File: src/rtl/pipe_pkg.sv
// Shared constants for the pipeline stage registers: Tnew width and the
// payload field layout that every stage uses to pack/unpack data_in/data_out.
package pipe_pkg;

  localparam int unsigned TNEW_W_DEFAULT = 3;
  localparam int unsigned PAYLOAD_W      = 64;

  // Payload field layout (LSB offset, width).
  localparam int unsigned INSTR_LSB  = 0;
  localparam int unsigned INSTR_W    = 32;
  localparam int unsigned A3_LSB     = 32;
  localparam int unsigned A3_W       = 5;
  localparam int unsigned RFWE_LSB   = 37;
  localparam int unsigned DMWE_LSB   = 38;
  localparam int unsigned SELA3_LSB  = 39;
  localparam int unsigned SELA3_W    = 2;
  localparam int unsigned SELWD_LSB  = 41;
  localparam int unsigned SELWD_W    = 2;
  localparam int unsigned SELALUB_LSB = 43;
  localparam int unsigned ALUOP_LSB  = 44;
  localparam int unsigned ALUOP_W    = 4;
  localparam int unsigned DMOP_LSB   = 48;
  localparam int unsigned DMOP_W     = 3;

  // All-zero payload decodes as sll $0,$0,0 with every write enable low.
  localparam logic [PAYLOAD_W-1:0] NOP_PAYLOAD = '0;

endpackage

File: src/rtl/sat_counter.sv
// Saturating up-counter with synchronous active-high reset.
module sat_counter #(
  parameter int unsigned CNT_W = 32
) (
  input  logic             clk,
  input  logic             reset,
  input  logic             inc,
  output logic [CNT_W-1:0] count
);

  logic [CNT_W-1:0] count_q, count_d;

  // Next count: step only when enabled and not already at all-ones.
  always_comb begin
    count_d = count_q;
    if (inc && (count_q != '1)) begin
      count_d = count_q + CNT_W'(1);
    end
  end

  // Count register with synchronous clear.
  always_ff @(posedge clk) begin
    if (reset) begin
      count_q <= '0;
    end else begin
      count_q <= count_d;
    end
  end

  assign count = count_q;

endmodule

File: src/rtl/pipe_stage_reg.sv
// Generic pipeline stage register: PC, valid, Tnew and opaque payload with
// stall/flush handling and a saturating bubble counter.
module pipe_stage_reg
  import pipe_pkg::*;
#(
  parameter int unsigned       DATA_W           = 64,
  parameter int unsigned       PC_W             = 32,
  parameter int unsigned       TNEW_W           = TNEW_W_DEFAULT,
  parameter bit                TNEW_DEC         = 1'b1,
  parameter bit                KEEP_PC_ON_FLUSH = 1'b0,
  parameter logic [DATA_W-1:0] RESET_DATA       = '0,
  parameter int unsigned       CNT_W            = 32
) (
  input  logic              clk,
  input  logic              reset,
  input  logic              stall,
  input  logic              flush,
  input  logic              valid_in,
  input  logic [PC_W-1:0]   pc_in,
  input  logic [TNEW_W-1:0] tnew_in,
  input  logic [DATA_W-1:0] data_in,
  output logic              valid_out,
  output logic [PC_W-1:0]   pc_out,
  output logic [TNEW_W-1:0] tnew_out,
  output logic [DATA_W-1:0] data_out,
  output logic [CNT_W-1:0]  bubble_cnt
);

  logic              valid_q, valid_d;
  logic [PC_W-1:0]   pc_q, pc_d;
  logic [TNEW_W-1:0] tnew_q, tnew_d;
  logic [DATA_W-1:0] data_q, data_d;
  logic [TNEW_W-1:0] tnew_load;
  logic              bubble_inc;

  // Tnew captured on a normal load; bubbles never carry a pending result.
  always_comb begin
    tnew_load = '0;
    if (valid_in) begin
      if (TNEW_DEC) begin
        tnew_load = (tnew_in == '0) ? '0 : tnew_in - TNEW_W'(1);
      end else begin
        tnew_load = tnew_in;
      end
    end
  end

  // Next-state: flush beats stall beats load.
  always_comb begin
    valid_d = valid_q;
    pc_d    = pc_q;
    tnew_d  = tnew_q;
    data_d  = data_q;
    if (flush) begin
      valid_d = 1'b0;
      pc_d    = KEEP_PC_ON_FLUSH ? pc_in : '0;
      tnew_d  = '0;
      data_d  = RESET_DATA;
    end else if (!stall) begin
      valid_d = valid_in;
      pc_d    = pc_in;
      tnew_d  = tnew_load;
      data_d  = data_in;
    end
  end

  // Stage register with synchronous reset.
  always_ff @(posedge clk) begin
    if (reset) begin
      valid_q <= 1'b0;
      pc_q    <= '0;
      tnew_q  <= '0;
      data_q  <= RESET_DATA;
    end else begin
      valid_q <= valid_d;
      pc_q    <= pc_d;
      tnew_q  <= tnew_d;
      data_q  <= data_d;
    end
  end

  // A bubble is captured by a flush or by loading an invalid entry.
  assign bubble_inc = flush | (~stall & ~valid_in);

  sat_counter #(
    .CNT_W(CNT_W)
  ) u_bubble_cnt (
    .clk  (clk),
    .reset(reset),
    .inc  (bubble_inc),
    .count(bubble_cnt)
  );

  assign valid_out = valid_q;
  assign pc_out    = pc_q;
  assign tnew_out  = tnew_q;
  assign data_out  = data_q;

endmodule

File: config.mk
export PLATFORM = sky130hd
export DESIGN_NAME = pipe_stage_reg
export DESIGN_NICKNAME = d
export VERILOG_FILES = /design/src/rtl/pipe_pkg.sv /design/src/rtl/sat_counter.sv /design/src/rtl/pipe_stage_reg.sv
export SDC_FILE = /design/constraint.sdc
export NUM_CORES = 1
export LEC_CHECK = 0
export ABC_AREA = 1
export ABC_CLOCK_PERIOD_IN_PS = 3100
export CAP_MARGIN = 10
export CORE_MARGIN = 2
export CORE_UTILIZATION = 45
export DETAILED_ROUTE_END_ITERATION = 8
export PLACE_DENSITY = 0.85
export SLEW_MARGIN = 20
export SYNTH_ARGS = -nofsm -noshare
export SYNTH_HDL_FRONTEND = slang
export SYNTH_SLANG_ARGS = --single-unit
File: constraint.sdc
create_clock -name clk -period 3.1 [get_ports clk]
set_input_delay 0.93 -clock clk [delete_from_list [all_inputs] [get_ports clk]]
set_output_delay 0.93 -clock clk [all_outputs]
set_load 0.005 [all_outputs]
==> results of run 1 <==
-- worst register-to-register path, stage by stage, from the launching register on --
cell and delay, ns:
dfxtp_1 0.40, ha_1 0.20, nand2_2 0.08, nor2_4 0.17, nand2_4 0.12, nor2_8 0.19, nand3_4 0.27, nand2_4 0.27
nand2_1 0.09, a21oi_1 0.16
-- layer usage --
metal	vias to the layer above	wire, um	GRT usage [%]	share of wire (%)
li1	2905	-	-	-
met1	2570	6380	28.4	40
met2	227	7700	40.6	49
met3	28	1480	10.1	9.3
met4	0	314	9.59	2.0
met5	-	0	0	0
-- cell families (layout without fill, tap and decap cells) --
family | Yosys count | count (layout) | share of synthesized area [%]
adders and majority gates | 3 | 3 | 0.685
DFF | 132 | 132 | 48.3
and+or+nand+nor | 426 | 426 | 31.2
AOI/OAI and AO/OA | 130 | 130 | 12.4
xor gates and xnor gates | 9 | 9 | 1.44
buffers and inverters | 81 | 313 | 6.01
-- cell type report --
| class | instances | area (um2) | share of cell area (%) |
|---|---|---|---|
| clock buffers | 23 | 468 | 5.52 |
| repair buffers | 241 | 2420 | 28.6 |
| well taps | 147 | 184 | 2.17 |
| flip-flops and latches | 132 | 2640 | 31.2 |
| inverters | 43 | 161 | 1.91 |
| multi-input cells | 568 | 2520 | 29.7 |
| clock inverters | 6 | 80.1 | 0.945 |
-- cell usage in the layout (no fill, tap or decap) --
cell type and instances:
xor2_1 6, or2_2 1, inv_1 40, clkinv_2 4, nand4_1 5, nand2_1 304, nand2_4 3, o21ai_0 7
o21ai_2 1, nor3_1 4, bufinv_16 2, nand3_1 18, clkdlybuf4s50_1 234, clkbuf_1 4, nor2_8 1, clkinv_1 1
nand2_2 2, clkbuf_16 17, buf_4 5, xnor2_1 3, a21oi_2 8, nor2_1 83, nand3b_1 1, a21oi_1 114
clkbuf_8 2, buf_12 2, nor2_2 1, nand3_4 1, ha_1 3, dfxtp_1 132, inv_2 2, nor2_4 1
and2_1 1
-- per-stage QoR --
stage	total power, mW	utilization, %	hold WS, ns
floorplan	1.96	-	0.453
global placement	2.22	66.2	0.443
detailed placement	2.22	66.2	0.454
CTS	4.10	70.8	0.463
global route	4.22	70.8	0.474
finish	4.07	70.8	0.460
-- power by group through the flow --
stage	Combinational (mW)	Clock, mW	Sequential (mW)
after floorplan	0.145	0	1.81
after global placement	0.406	0	1.81
after detailed placement	0.411	0	1.81
after CTS	0.415	1.91	1.78
after global routing	0.451	1.99	1.78
final	0.412	1.88	1.78
-- path summary, 6_finish.rpt --
path                      endpoint  cells after the start                    from
min                   data_out[57]                      2            data_out[57]
max reg2reg  u_bubble_cnt.count[4]                      9   u_bubble_cnt.count[1]
min reg2reg           data_out[57]                      2            data_out[57]
max                 bubble_cnt[28]                      1  u_bubble_cnt.count[28]
-- state kept, by name, indices dropped and copies added, names as in the netlist --
| signal | flops |
|---|---|
| data_out | 64 |
| tnew_out | 3 |
| pc_out | 32 |
| u_bubble_cnt.count | 32 |
| valid_out | 1 |
==> results.md, run 1 <==
* Fin nets at 1,110
* Status: finished, final reports clean
* Total gr overflow at 0
* Pre-CTS setup slack at 0.246 ns
* Setup crit end kind: output pin
* DR WL/cell at about 14 um
* Max incr delay on CP at roughly 0.56 ns
* Max_slew headroom at 34.7%
* Avg Cell Area, Syn at ~7 um2
* Worst hold path type: reg2reg
* FILL cells at a little under 1,000
* Cells after Synth at ~780
* Sequential fraction of the synthesis area at between 40% and 50%
* Starting DRC count in detailed routing at 438
* CTS H-tree lvls at 4
* Fin crit share at between 70 and 80%
* Worst Path Arrival at between 1 and 1.5 ns
* Switching Share at between 20 and 25%
* Dpl hpwl at 11,100 um
* Tmin final at ~2.4 ns
* Core ar. at 12,000 um2
* Root buf cell: clkbuf_16
* Setup Skew at about 0.0025 ns
* Die Y at around 110 um
* Setup_tns at 0 ns
* Initial antenna violation count at 0
* Final WS setup at 0.703 ns
* Post-CTS Hold Buffers at 0
* Final Hold Viols at 0
* DRT Pass-1 Iters at 5
* Largest delay contributor family on the critical path: buffers and inverters
* Cell internal pwr at about 3.2 mW
* # DRC at 0
* Routed Antenna Nets at 0
* Yosys reg bits at 132
* Synth top area cells: dfxtp_1 (48%), nand2_1 (21%), a21oi_1 (11%)
* Register clock-pin slew on the reported worst setup and hold paths at 0.05 ns
* Post-CTS Resized at 0
* Max FO, Critical Path at 7
* Post-synth EDFFs at 0
* Top-Level Pins at ~240
* # rows at 40
* Achievable frequency at roughly 0.42 GHz
* Largest net degree at the start of global routing at 100
* CTS sink cnt at ~130
* Synth warn at 0
* Area Overhead vs Synth at 54.7%
* Die width at ~110 um
* Die ar. at about 13,000 um2
* Pleak at approximately 3.3 nW
* Post-synth ARST share at 0%
* GRT Resource Usage Total at 24.5%
* Layout cells sized above 1 at between 5 and 6%
* Routability cong. at 0.893
* Vias in the first global route at about 5,200
* Critical path class: reg2out
* Non-Filler Instances at around 1,200
* FF-to-FF setup slack at approximately 1.1 ns
* Max Slew Vio Count at 0
* Skew-Pair Late Insertion Delay at approximately 0.4 ns
* First-pass GRT wire length at 25,300 um
* Synth top area share at approximately 48%
* Max IR drop VDD at between 0.3 and 0.4 mV
* DR vias at 5,730
* Pwr/cell area at roughly 480 nW/um2
* Max cap viols at 0
* RSZ-0062 raised after global routing: false
* DP Area at 7920 um2
* Initial Util at between 40% and 50%
* Worst EP required at 2.17 ns
* CP Launch Type: register
* Clock buffer depth at 2
* Vias/cell at approximately 4.9
* Count leader, synth: nand2_1
* Port buffer count at ~240
* CTS tree: yes
* Worst-path cell chain: clkdlybuf4s50_1
* Seq pwr share at a little over two fifths
* ANT cells at 0
* Setup-failing EPs final at 0
* Worst Path Buf+Inv at 1
* Least-Margin Pin Slew at 0.980 ns
* Syn_nets at roughly 900
* Post-CTS Setup Bufs at 0
* Netlist cell types at 31
* Post-route cell area at 8470 um2
* Leading cell types by count after synthesis: nand2_1 (305), dfxtp_1 (132), a21oi_1 (115)
* Post-synth top area cell: dfxtp_1
* Logic pwr share at about a tenth
* CP max stage cell: clkdlybuf4s50_1
* Switching power at about 900 uW
* Clock network power share at between 40% and 50%
* CTS buffer count at 17
* Placed Cells incl. Taps at between 1,000 and 1,500
* Mapped Area at 5480 um2
* Ys flop type: dfxtp_1
* Routed Wire Length at 15,900 um
(Power assumes the default switching activity.)
==> run 2: changes to the inputs <==
ABC_CLOCK_PERIOD_IN_PS = 2400   (was 3100)
CORE_UTILIZATION = 42   (was 45)
PLACE_DENSITY = 0.8   (was 0.85)
clock period = 2.4 ns   (was 3.1 ns; I/O delays follow)
==> run 2 against run 1 <==
Power grew 35%. Routed wire length is 2.3% higher. Clock power grew 40%. Utilization shrank 2.7 points. Clock skew rose by 0.0037 ns.
==> results.md, run 2 (same netlist as run 1, synthesis figures left out) <==
* Worst EP required at about 1.7 ns
* DRT Pass-1 Iters at 6
* Largest net degree at the start of global routing at slightly above 100
* Least-Margin Pin Slew at approximately 0.44 ns
* Worst-path cell chain: clkdlybuf4s50_1
* Worst Path Buf+Inv at 1
* Dpl hpwl at about 11,000 um
* Max FO, Critical Path at 7
* Hold Slack at 0.460 ns
* Die ar. at about 14,000 um2
* Largest delay contributor family on the critical path: buffers and inverters
* Initial Util at a little over two fifths
* Placed Cells incl. Taps at roughly 1,200
* Max cap viols at 0
* Most frequent cells in the layout: nand2_1 (304), clkdlybuf4s50_1 (234), dfxtp_1 (132)
* ANT cells at 0
* DR vias at approximately 5,700
* Root buf cell: clkbuf_16
* Vias/cell at just under 5
* Status: finished, final reports clean
* Die width at 118 um
* Final WS setup at between 0.2 and 0.25 ns
* Setup-failing EPs final at 0
* Vias in the first global route at 5,332
* CTS tree: yes
* CTS buffer count at 17
* # DRC at 0
* CP Launch Type: register
* Layout cells sized above 1 at 6.06%
* Post-CTS Resized at 0
* CP max stage cell: clkdlybuf4s50_1
* Initial antenna violation count at 0
* Die Y at about 120 um
* Pre-CTS setup slack at between 0.1 and 0.15 ns
* RSZ-0062 raised after global routing: false
* Port buffer count at approximately 240
* Tmin final at roughly 2.2 ns
* Total gr overflow at 0
* Finished Core Util at 68.1%
* Register clock-pin slew on the reported worst setup and hold paths at roughly 0.050 ns
* Achievable frequency at roughly 0.46 GHz
* Skew-Pair Late Insertion Delay at between 0.4 and 0.5 ns
* Non-Filler Instances at between 1,000 and 1,500
* Fin nets at 1,117
* Max incr delay on CP at 0.56 ns
* DR WL/cell at 13.6 um
* Number of flip-flops in the largest register at between 60 and 70
* Area Overhead vs Synth at 57.7%
* First-pass GRT wire length at 26,200 um
* Starting DRC count in detailed routing at approximately 340
* Max_slew headroom at between 70% and 80%
* Clock buffer depth at 2
* Routability cong. at 0.930
* Critical path class: reg2out
* Max Slew Vio Count at 0
* Pwr/cell area at around 630 nW/um2
* Pleak at 3.31 nW
* Top-Level Pins at approximately 240
* Worst hold path type: reg2reg
* CTS sink cnt at 132
* # rows at between 40 and 50
* Commonest non-fill, non-tap cell in the layout: nand2_1
* Post-CTS Hold Buffers at 0
* Worst Path Arrival at ~1.5 ns
* Routed Wire Length at 16,200 um
* Final Hold Viols at 0
* CTS H-tree lvls at 4
* Setup Skew at around 0.0062 ns
* Post-CTS Setup Bufs at 0
* Routed Antenna Nets at 0
* GRT Resource Usage Total at a little under a quarter
* Core ar. at between 10,000 and 15,000 um2
* Setup crit end kind: output pin
* Max IR drop VDD at around 0.66 mV
* Setup_tns at 0 ns
* Fin crit share at 90.4%
[run 2: cell count changes in the layout (fill, tap and decap cells not counted), sizes merged]
cell      delta
buf          +7
clkinvlp     +2
bufinv       +1
clkbuf       +1
clkinv       -1
[run 2: stage by stage]
step	total power, mW	instance area, um2
after CTS	5.53	8630
after detailed placement	2.89	8030
after floorplan	2.53	5480
final	5.48	8630
after global routing	5.69	8630
after global placement	2.88	8030
[run 2: layout make-up]
cell class	count	area, um2
well taps	172	215
fillers	1057	4040
inverters	43	161
repair buffers	248	2500
clock inverters	8	124
flip-flops and latches	132	2640
clock buffers	24	482
multi-input cells	568	2510
[run 2: routing by layer]
metal  routed length, um  GRT usage [%]
met4                 312           8.73
met3                1430           8.78
met1                6720           27.2
met5                   0              0
met2                7780           38.2
[run 2: final timing paths]
path | cells past startpoint | start | endpoint | slack, ns
hold reg to reg | 2 | data_out[58] | data_out[58] | 0.46
setup reg to reg | 9 | u_bubble_cnt.count[0] | u_bubble_cnt.count[3] | 0.40
hold / removal | 2 | data_out[58] | data_out[58] | 0.46
setup / recovery | 1 | u_bubble_cnt.count[28] | bubble_cnt[28] | 0.23
[run 2: power by group]
part | internal (mW) | leakage (nW) | switching, mW
clock | 1.72 | 0.290 | 0.924
combinational | 0.322 | 1.95 | 0.225
sequential | 2.25 | 1.07 | 0.0390
==> run 3: changes to the inputs <==
ABC_CLOCK_PERIOD_IN_PS = 1950   (was 2400)
CORE_UTILIZATION = 38   (was 42)
PLACE_DENSITY = 0.76   (was 0.8)
clock period = 1.95 ns   (was 2.4 ns; I/O delays follow)
==> run 3 against run 2 <==
Combinational power up 27%. Power up 22%. First-iteration DRC count down 24%. Sequential cell count unchanged. Sequential power up 23%. Worst setup slack worse by 0.19 ns. Sequential share of layout area down 0.27 points. Global-route usage down 1.9 points. Critical path type unchanged. Via count up 0.21%. Non-clock buffer count up 20. Clock power up 20%.
==> results.md, run 3 (same netlist as run 1, synthesis figures left out) <==
* Status: finished, final reports clean
* Area Overhead vs Synth at 61.0%
* CTS sink cnt at 132
* DRT Pass-1 Iters at 4
* Final Hold Viols at 0
* Core ar. at 14,000 um2
* Clock buffer depth at 2
* Initial antenna violation count at 0
* Most frequent cells in the layout: nand2_1 (304), clkdlybuf4s50_1 (220), a21oi_1 (115)
* Die ar. at between 15,000 and 20,000 um2
* Die width at approximately 120 um
* Routed Wire Length at between 15,000 and 20,000 um
* Die Y at 124 um
* Worst Path Arrival at around 1.3 ns
* Fin crit share at 97.8%
* Top-Level Pins at about 240
* Setup_tns at 0 ns
* Commonest non-fill, non-tap cell in the layout: nand2_1
* First-pass GRT wire length at around 25,000 um
* CTS tree: yes
* Fin nets at ~1,100
* Post-CTS Resized at 29
* Largest delay contributor family on the critical path: buffers and inverters
* Dpl hpwl at roughly 12,000 um
* Largest net degree at the start of global routing at 70
* Least-Margin Pin Slew at ~0.7 ns
* CP max stage cell: clkdlybuf4s50_1
* Max_slew headroom at 52.7%
* Worst Path Buf+Inv at 1
* Max FO, Critical Path at 6
* R2R Path Start: u_bubble_cnt.count[1]
* Pwr/cell area at 759 nW/um2
* Setup-failing EPs final at 0
* DR vias at ~5,800
* Number of flip-flops in the largest register at 64
* Tmin final at between 1.5 and 2 ns
* Max Slew Vio Count at 0
* Initial Util at between 30% and 40%
* Worst EP required at 1.36 ns
* CTS buffer count at 17
* # DRC at 0
* Max IR drop VDD at between 0.5 and 0.6 mV
* Pleak at between 3 and 4 nW
* Root buf cell: clkbuf_16
* CP Launch Type: register
* FILL cells at between 1,000 and 1,500
* CTS H-tree lvls at 4
* Critical Path Start: u_bubble_cnt.count[2]
* Vias/cell at ~4.7
* Finished Core Util at 63.0%
* Worst hold path type: reg2reg
* Worst-path cell chain: clkdlybuf4s50_1
* Starting DRC count in detailed routing at between 200 and 300
* Max cap viols at 0
* Port buffer count at approximately 240
* Achievable frequency at around 0.52 GHz
* ANT cells at 0
* Skew-Pair Late Insertion Delay at roughly 0.41 ns
* Vias in the first global route at 5,305
* Post-CTS Hold Buffers at 0
* Register clock-pin slew on the reported worst setup and hold paths at approximately 0.06 ns
* DR WL/cell at between 10 and 15 um
* Hold path start: pc_out[7]
* Routability cong. at about 0.9
* Setup Skew at ~0.0073 ns
* Max incr delay on CP at 0.53 ns
* Total gr overflow at 0
* # rows at between 40 and 50
* Critical path class: reg2out
* Routed Antenna Nets at 0
* Setup crit end kind: output pin
* Post-CTS Setup Bufs at 0
* GRT Resource Usage Total at 21.2%
* Layout cells sized above 1 at about a tenth
run 3: cell count changes in the layout (fill, tap and decap cells not counted), sizes merged, moves of 2 or more:
cell,before,now
buf,14,34
clkdlybuf4s50,234,220
dlygate4sd2,0,13
clkbuf,24,21
inv,42,44
run 3: stage by stage:
step           power, mW  instances  setup slack [ns]  area, um2  hold slack, ns
2_1_floorplan       3.11        781             0.301       5480           0.453
3_3_place_gp        3.56       1191           -0.0793       8200           0.444
6_report            6.69       1222            0.0428       8820           0.453
3_5_place_dp        3.57       1191            -0.112       8200           0.447
5_1_grt             6.96       1222          -0.00388       8820           0.476
4_1_cts             6.75       1222          0.000433       8800           0.454
run 3: cell type report:
type / count / area (um2) / area share (%)
Sequential cell: 132 / 2680 / 30.3
Inverter: 43 / 161 / 1.83
Clock inverter: 10 / 124 / 1.40
Timing Repair Buffer: 268 / 2650 / 30.1
Clock buffer: 21 / 470 / 5.33
Tap cell: 180 / 225 / 2.55
Multi-Input combinational cell: 568 / 2510 / 28.5
run 3: routing by layer:
layer / wire [um] / part of all wire (%) / track usage [%] / vias to the layer above
met5: 0 / 0 / 0 / -
met4: 312 / 1.9 / 8.92 / 0
met3: 1710 / 10 / 9.25 / 21
met2: 7770 / 47 / 34.0 / 197
met1: 6800 / 41 / 24.7 / 2577
li1: - / - / - / 2957
run 3: worst paths after layout:
check / to / slack (ns) / depth (start not counted)
setup / recovery: bubble_cnt[2] / 0.04 / 1
hold / removal: pc_out[7] / 0.45 / 2
setup reg to reg: u_bubble_cnt.count[8] / 0.14 / 9
hold reg to reg: pc_out[7] / 0.45 / 2
run 3: where the power goes:
group	total, mW	internal [mW]	leakage [nW]	switching, mW
clock network	3.18	1.99	0.286	1.20
logic	0.694	0.408	2.14	0.286
registers	2.81	2.77	1.08	0.0424
total	6.69	5.17	3.51	1.52
